`src/rtl/deco_ins_q_if.sv`:
```
// deco_ins_q_if -- handshake bundle for the deco_ins_q instruction queue.
//
// Valid/ready semantics, both sides: a transfer happens on a rising clock edge
// where valid and ready are both 1. Valid, once raised, must not depend on
// ready. The producer side is RI_i/ri_valid_i/ri_ready_o. The consumer side is
// DI_o/ill_o/di_valid_o/di_ready_i.
//
// Signals:
//   RI_i        opcode offered to the queue
//   ri_valid_i  RI_i is valid
//   ri_ready_o  queue can accept an opcode this cycle
//   flush_i     synchronous clear of the queue and the output stage
//   DI_o        registered one-hot decode; bit k means opcode k
//   di_valid_o  DI_o/ill_o hold a decoded instruction
//   di_ready_i  consumer takes the output this cycle
//   ill_o       presented opcode is outside the decoded range
//   cnt_o       number of opcodes queued, not counting the output stage
//
// Modports: slave = queue side, master = producer/consumer side.
interface deco_ins_q_if #(
  parameter int OPW   = 4,
  parameter int NOPS  = 8,
  parameter int DEPTH = 4
);
  logic [OPW-1:0]               RI_i;
  logic                         ri_valid_i;
  logic                         ri_ready_o;
  logic                         flush_i;
  logic [0:NOPS-1]              DI_o;
  logic                         di_valid_o;
  logic                         di_ready_i;
  logic                         ill_o;
  logic [$clog2(DEPTH+1)-1:0]   cnt_o;

  modport slave (
    input  RI_i, ri_valid_i, flush_i, di_ready_i,
    output ri_ready_o, DI_o, di_valid_o, ill_o, cnt_o
  );

  modport master (
    output RI_i, ri_valid_i, flush_i, di_ready_i,
    input  ri_ready_o, DI_o, di_valid_o, ill_o, cnt_o
  );
endinterface

```
`src/rtl/deco_ins_q.sv`:
```
// deco_ins_q -- instruction FIFO followed by a registered one-hot decode stage.
//
// Opcodes enter through RI_i/ri_valid_i/ri_ready_o and are stored in a
// DEPTH-entry circular buffer. Whenever the output stage is empty or is being
// consumed, the oldest opcode is popped and decoded into DI_o (one-hot, bit k
// for opcode k). Opcodes >= NOPS are still delivered, with DI_o = 0 and
// ill_o = 1.
//
// Ports:
//   clk_i   clock, all state changes on its rising edge
//   rstn_i  asynchronous active-low reset
//   bus     deco_ins_q_if.slave handshake bundle (see the interface file)
module deco_ins_q #(
  parameter int OPW   = 4,
  parameter int NOPS  = 8,
  parameter int DEPTH = 4
) (
  input  logic           clk_i,
  input  logic           rstn_i,
  deco_ins_q_if.slave    bus
);

  localparam int CW = $clog2(DEPTH + 1);
  localparam int PW = $clog2(DEPTH);

  logic [OPW-1:0]  mem [DEPTH];
  logic [PW-1:0]   wr_ptr;
  logic [PW-1:0]   rd_ptr;
  logic [CW-1:0]   cnt;

  logic [0:NOPS-1] di_q;
  logic            di_valid_q;
  logic            ill_q;

  logic            full;
  logic            empty;
  logic            out_free;
  logic            push;
  logic            pop;

  logic [OPW-1:0]  head;
  logic            head_ill;
  logic [0:NOPS-1] head_dec;

  // Ready depends only on occupancy, so a pop in the same cycle never lets a
  // full queue accept another opcode.
  assign full     = (cnt == CW'(DEPTH));
  assign empty    = (cnt == '0);
  assign out_free = !di_valid_q || bus.di_ready_i;
  assign push     = bus.ri_valid_i && !full;
  assign pop      = !empty && out_free;

  assign head = mem[rd_ptr];

  // Zero-extend by one bit so NOPS == 2**OPW compares correctly.
  always_comb begin
    head_dec = '0;
    head_ill = ({1'b0, head} >= (OPW+1)'(NOPS));
    for (int k = 0; k < NOPS; k++) begin
      head_dec[k] = (head == OPW'(k));
    end
  end

  function automatic logic [PW-1:0] next_ptr(input logic [PW-1:0] p);
    return (p == PW'(DEPTH - 1)) ? '0 : p + 1'b1;
  endfunction

  // Storage carries no reset: entries are only read once the pointers say
  // they hold data.
  always_ff @(posedge clk_i) begin
    if (push && !bus.flush_i) begin
      mem[wr_ptr] <= bus.RI_i;
    end
  end

  always_ff @(posedge clk_i or negedge rstn_i) begin
    if (!rstn_i) begin
      wr_ptr     <= '0;
      rd_ptr     <= '0;
      cnt        <= '0;
      di_q       <= '0;
      di_valid_q <= 1'b0;
      ill_q      <= 1'b0;
    end else if (bus.flush_i) begin
      wr_ptr     <= '0;
      rd_ptr     <= '0;
      cnt        <= '0;
      di_q       <= '0;
      di_valid_q <= 1'b0;
      ill_q      <= 1'b0;
    end else begin
      if (push) begin
        wr_ptr <= next_ptr(wr_ptr);
      end
      if (pop) begin
        rd_ptr <= next_ptr(rd_ptr);
      end
      case ({push, pop})
        2'b10:   cnt <= cnt + 1'b1;
        2'b01:   cnt <= cnt - 1'b1;
        default: cnt <= cnt;
      endcase
      // Output stage: load the head, clear when nothing is left, otherwise
      // hold while the consumer stalls.
      if (out_free) begin
        if (!empty) begin
          di_q       <= head_dec;
          ill_q      <= head_ill;
          di_valid_q <= 1'b1;
        end else begin
          di_q       <= '0;
          ill_q      <= 1'b0;
          di_valid_q <= 1'b0;
        end
      end
    end
  end

  assign bus.ri_ready_o = !full;
  assign bus.DI_o       = di_q;
  assign bus.di_valid_o = di_valid_q;
  assign bus.ill_o      = ill_q;
  assign bus.cnt_o      = cnt;

endmodule

```
`src/flat_wrapper.sv`:
```
// flat-port wrapper written by rule: the top's interface ports become plain ports
module deco_ins_q_flat 
#(
  parameter int OPW   = 4,
  parameter int NOPS  = 8,
  parameter int DEPTH = 4
)
  (clk_i, rstn_i, bus_RI_i, bus_ri_valid_i, bus_flush_i, bus_di_ready_i, bus_ri_ready_o, bus_DI_o, bus_di_valid_o, bus_ill_o, bus_cnt_o);
  deco_ins_q_if #(.OPW(OPW), .NOPS(NOPS), .DEPTH(DEPTH)) bus_i ();
  input  logic clk_i;
  input  logic rstn_i;
  input wire logic [$bits(bus_i.RI_i)-1:0] bus_RI_i;
  input wire logic [$bits(bus_i.ri_valid_i)-1:0] bus_ri_valid_i;
  input wire logic [$bits(bus_i.flush_i)-1:0] bus_flush_i;
  input wire logic [$bits(bus_i.di_ready_i)-1:0] bus_di_ready_i;
  output wire logic [$bits(bus_i.ri_ready_o)-1:0] bus_ri_ready_o;
  output wire logic [$bits(bus_i.DI_o)-1:0] bus_DI_o;
  output wire logic [$bits(bus_i.di_valid_o)-1:0] bus_di_valid_o;
  output wire logic [$bits(bus_i.ill_o)-1:0] bus_ill_o;
  output wire logic [$bits(bus_i.cnt_o)-1:0] bus_cnt_o;
  assign bus_i.RI_i = bus_RI_i;
  assign bus_i.ri_valid_i = bus_ri_valid_i;
  assign bus_i.flush_i = bus_flush_i;
  assign bus_i.di_ready_i = bus_di_ready_i;
  assign bus_ri_ready_o = bus_i.ri_ready_o;
  assign bus_DI_o = bus_i.DI_o;
  assign bus_di_valid_o = bus_i.di_valid_o;
  assign bus_ill_o = bus_i.ill_o;
  assign bus_cnt_o = bus_i.cnt_o;
  deco_ins_q #(.OPW(OPW), .NOPS(NOPS), .DEPTH(DEPTH)) u_core (.clk_i(clk_i), .rstn_i(rstn_i), .bus(bus_i));
endmodule
```
`config.mk`:
```
export PLATFORM = sky130hd
export DESIGN_NAME = deco_ins_q_flat
export DESIGN_NICKNAME = d
export VERILOG_FILES = /design/src/rtl/deco_ins_q_if.sv /design/src/rtl/deco_ins_q.sv /design/src/flat_wrapper.sv
export SDC_FILE = /design/constraint.sdc
export NUM_CORES = 1
export LEC_CHECK = 0
export CORE_UTILIZATION = 55
export CTS_BUF_LIST = sky130_fd_sc_hd__clkbuf_2
export DETAILED_ROUTE_END_ITERATION = 10
export PLACE_DENSITY = 0.77
export SYNTH_ARGS = -nofsm -noshare
export SYNTH_HDL_FRONTEND = slang
export SYNTH_SLANG_ARGS = --single-unit
```
`constraint.sdc`:
```
create_clock -name clk_i -period 2.9 [get_ports clk_i]
set_input_delay 0.435 -clock clk_i [delete_from_list [all_inputs] [get_ports clk_i]]
set_output_delay 0.435 -clock clk_i [all_outputs]
set_load 0.005 [all_outputs]
```
# ---- Word level (Yosys, flattened, before mapping)
# Memories as Yosys holds them, arrays and structs flattened.
# Index checks and enable logic that the tools add are counted.
dict set report classes {
  addsub 4
  n_mul 0
  div 0
  n_lt_le_gt_ge 1
  eq_ne 12
  n_shift 0
  n_mux 19
  bitwise_logic 0
  reduce_logical 14
}
# op n
set ops {}
lappend ops {{$mux 8} 3}
lappend ops {{$eq 4x3->1 const B} 4}
lappend ops {{$mux 2} 6}
lappend ops {{$eq 4x2->1 const B} 2}
lappend ops {{$mux 1} 8}
lappend ops {{$eq 2x2->1 const B} 3}
lappend ops {{$pmux 3 s2} 1}
lappend ops {{$reduce_bool 2->1} 3}
lappend ops {{$add 2x1->2 const B} 2}
lappend ops {{$eq 4x1->1 const B} 1}
lappend ops {{$ge 4x4->1 const B} 1}
lappend ops {{$logic_not 1->1} 4}
lappend ops {{$logic_not 4->1} 1}
lappend ops {{$add 3x1->3 const B} 1}
lappend ops {{$eq 3x3->1 const B} 1}
lappend ops {{$logic_and 1x1->1} 3}
lappend ops {{$logic_not 3->1} 1}
lappend ops {{$mux 3} 1}
lappend ops {{$reduce_bool 3->1} 1}
lappend ops {{$sub 3x1->3 const B} 1}
lappend ops {{$eq 2x1->1 const B} 1}
lappend ops {{$logic_or 1x1->1} 1}
dict set report totals {
  register_bits 17
  latch_bits 0
  ram_bits 16
  mem_bits_ro 0
  input_bits 9
  output_inout_bits 14
  elab_cells 57
  memories 1
}
# name words word_bits rd rd_ports_with_merged_regs wr line_no
set mem_list {}
lappend mem_list {u_core.mem 4 4 1 0 1 deco_ins_q.sv:26} ;# logic [OPW-1:0] mem [DEPTH];

# ---- Logic depth before layout (Yosys ltp)
dict set report depth {
  word_depth 6
  depth_mapped 6
}

# ---- Least setup slack after synthesis
# Ideal clock, no wire load.
dict set report synth_timing {
  path_kind {register -> register}
  start {register u_core.cnt[0] (netlist: u_core.bus.cnt_o[0])}
  end {register u_core.cnt[2] (netlist: u_core.bus.cnt_o[2])}
  t_arrival_ps 2002
  required_ps 2772
  setup_slack_ps 770
  stages_incl_launch_ff 7
  path_cell_list {dfrtp_1 -> or3b_1 -> buf_6 -> a211oi_4 -> fa_1 -> mux2i_1 -> mux2_1}
}
dict set report synth_between {
  elab_chain_cells 6
  word_cells_on_any_way 13
  classes_between {add/sub: 2; eq/ne: 3; mux: 2; reduce/logical: 6}
}
# item line_no
set synth_rtl {}
lappend synth_rtl {{start, declared} deco_ins_q.sv:29} ;# logic [CW-1:0] cnt;
lappend synth_rtl {{start signal, assigned} deco_ins_q.sv:99} ;# 2'b10: cnt <= cnt + 1'b1;
lappend synth_rtl {{start signal, assigned} deco_ins_q.sv:100} ;# 2'b01: cnt <= cnt - 1'b1;
lappend synth_rtl {{start signal, assigned} deco_ins_q.sv:101} ;# default: cnt <= cnt;
lappend synth_rtl {{$eq 3x3->1 (*)} deco_ins_q.sv:47} ;# assign full = (cnt == CW'(DEPTH));
lappend synth_rtl {{$logic_not 1->1 (*)} --}
lappend synth_rtl {{named net bus_ri_ready_o} flat_wrapper.sv:16} ;# output wire logic [$bits(bus_i.ri_ready_o)-1:0] bus_ri_ready_o;
lappend synth_rtl {{$logic_and 1x1->1 (*)} deco_ins_q.sv:50} ;# assign push = bus.ri_valid_i && !full;
lappend synth_rtl {{$eq 2x1->1 or $eq 2x2->1 (tied branches)} deco_ins_q.sv:98} ;# case ({push, pop})
lappend synth_rtl {{$pmux 3 s2} deco_ins_q.sv:98}
lappend synth_rtl {{$mux 3} deco_ins_q.sv:84} ;# end else if (bus.flush_i) begin
# The timed path passes the listed nets; every way through them passes the cells marked *.
# A chain may end at the register's enable or synchronous reset.

# ---- Worst setup path after layout
dict set report layout_timing {
  start {register u_core.cnt[0] (netlist: u_core.bus.cnt_o[0])}
  end {register u_core.cnt[2] (netlist: u_core.bus.cnt_o[2])}
}
dict set report layout_between {
  elab_chain_cells 6
  word_cells_on_any_way 13
  classes_between {add/sub: 2; eq/ne: 3; mux: 2; reduce/logical: 6}
}
# item line_no
set layout_rtl {}
lappend layout_rtl {{$eq 3x3->1 or $logic_not 3->1 (tied branches)} {deco_ins_q.sv:47, deco_ins_q.sv:48}}
lappend layout_rtl {{$logic_not 1->1 (on tied branches)} {deco_ins_q.sv:50, deco_ins_q.sv:51}}
lappend layout_rtl {{$logic_and 1x1->1 (on tied branches)} {deco_ins_q.sv:50, deco_ins_q.sv:51}}
lappend layout_rtl {{$eq 2x1->1 or $eq 2x2->1 (tied branches)} deco_ins_q.sv:98}
lappend layout_rtl {{$pmux 3 s2} deco_ins_q.sv:98}
lappend layout_rtl {{$mux 3} deco_ins_q.sv:84}
# Several ways; a longest one is shown, not always the timed one.

==> metrics.csv <==
metric,value,unit
wl,2550,µm
drv_cap,0,
cp.arrival,2.57,ns
grt_pass1_wl,4000,µm
rrSetupSlack,0.59,ns
post-route-util,70.3,%
grt-ovfl-total,0,
seq_area_frac_synth,61.6,%
path_class,reg -> reg,
start_util,58.9,%
irDropWorstVdd,0.675,mV
netlist_instances,109,
clkTransAtPathRegs,0.16,ns
cts_max_level,2,
cts_root_buffer,clkbuf_2,
rsz0062_at_grt,no,
syn_area,0.00147,mm²
power,1.31,mW
grt_antenna_before_repair,0,
design_area,0.00176,mm²
muxShareOfSynthArea,7.57,%
synth_compound_area_share,8.33,%
cts_sinks,33,
cts-resized-gates,0,
async_reset_ff_share,51.5,%
setup.worst_path.end_class,flop,
fmax,434,MHz
drive_gt1_share,10.9,%
ys_warn_count,0,
layout_common_cells,"22 x clkdlybuf4s50_1, 17 x dfrtp_1, 16 x edfxtp_1, 9 x nand2_1",
fin_skew,0.0122,ns
die_y,53.7,µm
hold_buffers,0,
synth_edf_count,16,
synth_ff_type,dfrtp_1,
slew_headroom,48.6,%
reg2reg_from,u_core.bus.cnt_o[0],
die-width,53.7,µm
synthSimpleGateAreaFrac,14.7,%
ys_types,33,
synth-seq-cells,33,
cts_buffers,5,
synthAdderAreaFrac,4.76,%
track_usage,21.4,%
vias_per_cell,5.47,
drtAntennaViolNets,0,
syn_area_per_cell,13.5,µm²
place_area,0.00172,mm²
tightest_slew,0.769,ns
final-hold-violation-count,0,
cp-start-kind,flop,
status,finished clean,
p_leak,0.683,nW
min_period_over_period,79.5,%
vias,913,
place.gp.congestion,0.664,
cp-endpoint,u_core.bus.cnt_o[2],
r2r_cells,5,
startpoint,u_core.bus.cnt_o[0],
ios,23,
cp.required,3.17,ns
cts_setup_buffers,0,
setup-violations-final,0,
io_buffers,22,
mostFrequentLayoutCell,clkdlybuf4s50_1,
power_density,744,mW/mm²
clk_latency,0.36,ns
synth_xor_area_share,1.19,%
synth_top_family_by_area,simple AND/OR/NAND/NOR gates,
hold_class,in -> async,
clk_path_buf_depth,2,
post_drt_wl_per_cell,15.3,µm
cts_tree,yes,
grt_start_max_net_pins,18,
min_period,2.31,ns
syn2layout_area_growth,19.4,%
syn-num-nets,123,
rows,18,
worstPathMaxFanout,6,
core_area,0.00250,mm²
num-nets-final,150,
first_iter_violations,13,
drc,0,
antenna_cells,0,
reg2reg_to,u_core.bus.cnt_o[2],
slew_violations,0,
die_area,0.00289,mm²
grt_pass1_vias,863,
hpwl,1880,µm
finalSetupTns,0,ns
dr.pass1.iters,4,
==> logic make-up (layout without fill, tap and decap cells) <==
logic type / after synthesis / in the layout
AOI/OAI and AO/OA: 17 / 17
xor gates and xnor gates: 2 / 2
adders and majority gates: 5 / 5
buffers and inverters: 5 / 33
DFF: 33 / 33
muxes: 6 / 6
and+or+nand+nor: 41 / 41
==> registers in the layout (all words and copies together) (netlist names) <==
signal / cells
u_core.mem: 16
u_core.bus.DI_o: 8
u_core.rd_ptr: 2
u_core.bus.ill_o: 1
u_core.bus.cnt_o: 3
u_core.bus.di_valid_o: 1
u_core.wr_ptr: 2
==> cells in the mapped netlist (2+ instances only) <==
cell      count  area share [%]
nand3b_1      3             1.5
nor2b_1       3             1.3
nand2b_1      3             1.3
nor3_1        4             1.4
dfrtp_1      17              29
or3b_1        2             1.2
ha_1          4             3.4
a22o_1        2             1.2
nand2_1       9             2.3
o31ai_1       2             1.0
a21oi_1       4             1.4
nor2_1        8             2.0
o21ai_0       5             1.7
and2_1        4             1.7
inv_1         2            0.51
edfxtp_1     16              33
mux4_2        4             6.1
nand3_1       2            0.68
==> worst max-delay path: stages (launching register included) <==
cell and delay (ns):
dfrtp_1 0.48, or3b_1 0.53, a211oi_4 0.42, fa_1 0.26, mux2i_1 0.19, mux2_1 0.33
==> per-layer routing <==
layer	global-route usage [%]	part of all wire, %	vias up
met5	0	0	-
met4	11.8	1.2	0
met3	5.93	3.1	5
met2	36.4	52	20
met1	24.0	43	437
li1	-	-	451
==> through the flow <==
stage	cells	hold slack [ns]	setup slack (ns)
2_1_floorplan	109	0.139	0.770
3_3_place_gp	159	0.461	0.584
3_5_place_dp	159	0.480	0.501
4_1_cts	167	0.514	0.575
5_1_grt	167	0.530	0.495
6_report	167	0.499	0.594
==> worst min-delay path by stage <==
stage                       start                 end  cells after the start  slack [ns]
2_1_floorplan              rstn_i  u_core.bus.DI_o[0]                      0        0.14
3_3_place_gp   u_core.bus.DI_o[7]  u_core.bus.DI_o[7]                      2        0.46
3_5_place_dp   u_core.bus.DI_o[3]  u_core.bus.DI_o[3]                      2        0.48
4_1_cts        u_core.bus.DI_o[6]  u_core.bus.DI_o[6]                      2        0.51
5_1_grt                    rstn_i  u_core.bus.DI_o[3]                      1        0.53
6_report                   rstn_i    u_core.rd_ptr[0]                      1        0.50
==> cell type report <==
cell class	instances	area (µm²)
clock buffers	8	40.0
fillers	180	743
inverters	2	7.51
multi-input cells	71	538
flip-flops and latches	33	906
well taps	30	37.5
repair buffers	23	228
==> power breakdown <==
part / internal (mW) / switching (mW) / leakage (nW) / total (mW)
Clock: 0.0712 / 0.148 / 0.0332 / 0.219
Sequential: 0.551 / 0.0672 / 0.376 / 0.618
Combinational: 0.248 / 0.222 / 0.274 / 0.469
Total: 0.870 / 0.437 / 0.683 / 1.31
No activity file was read; power rests on OpenSTA's default activity.
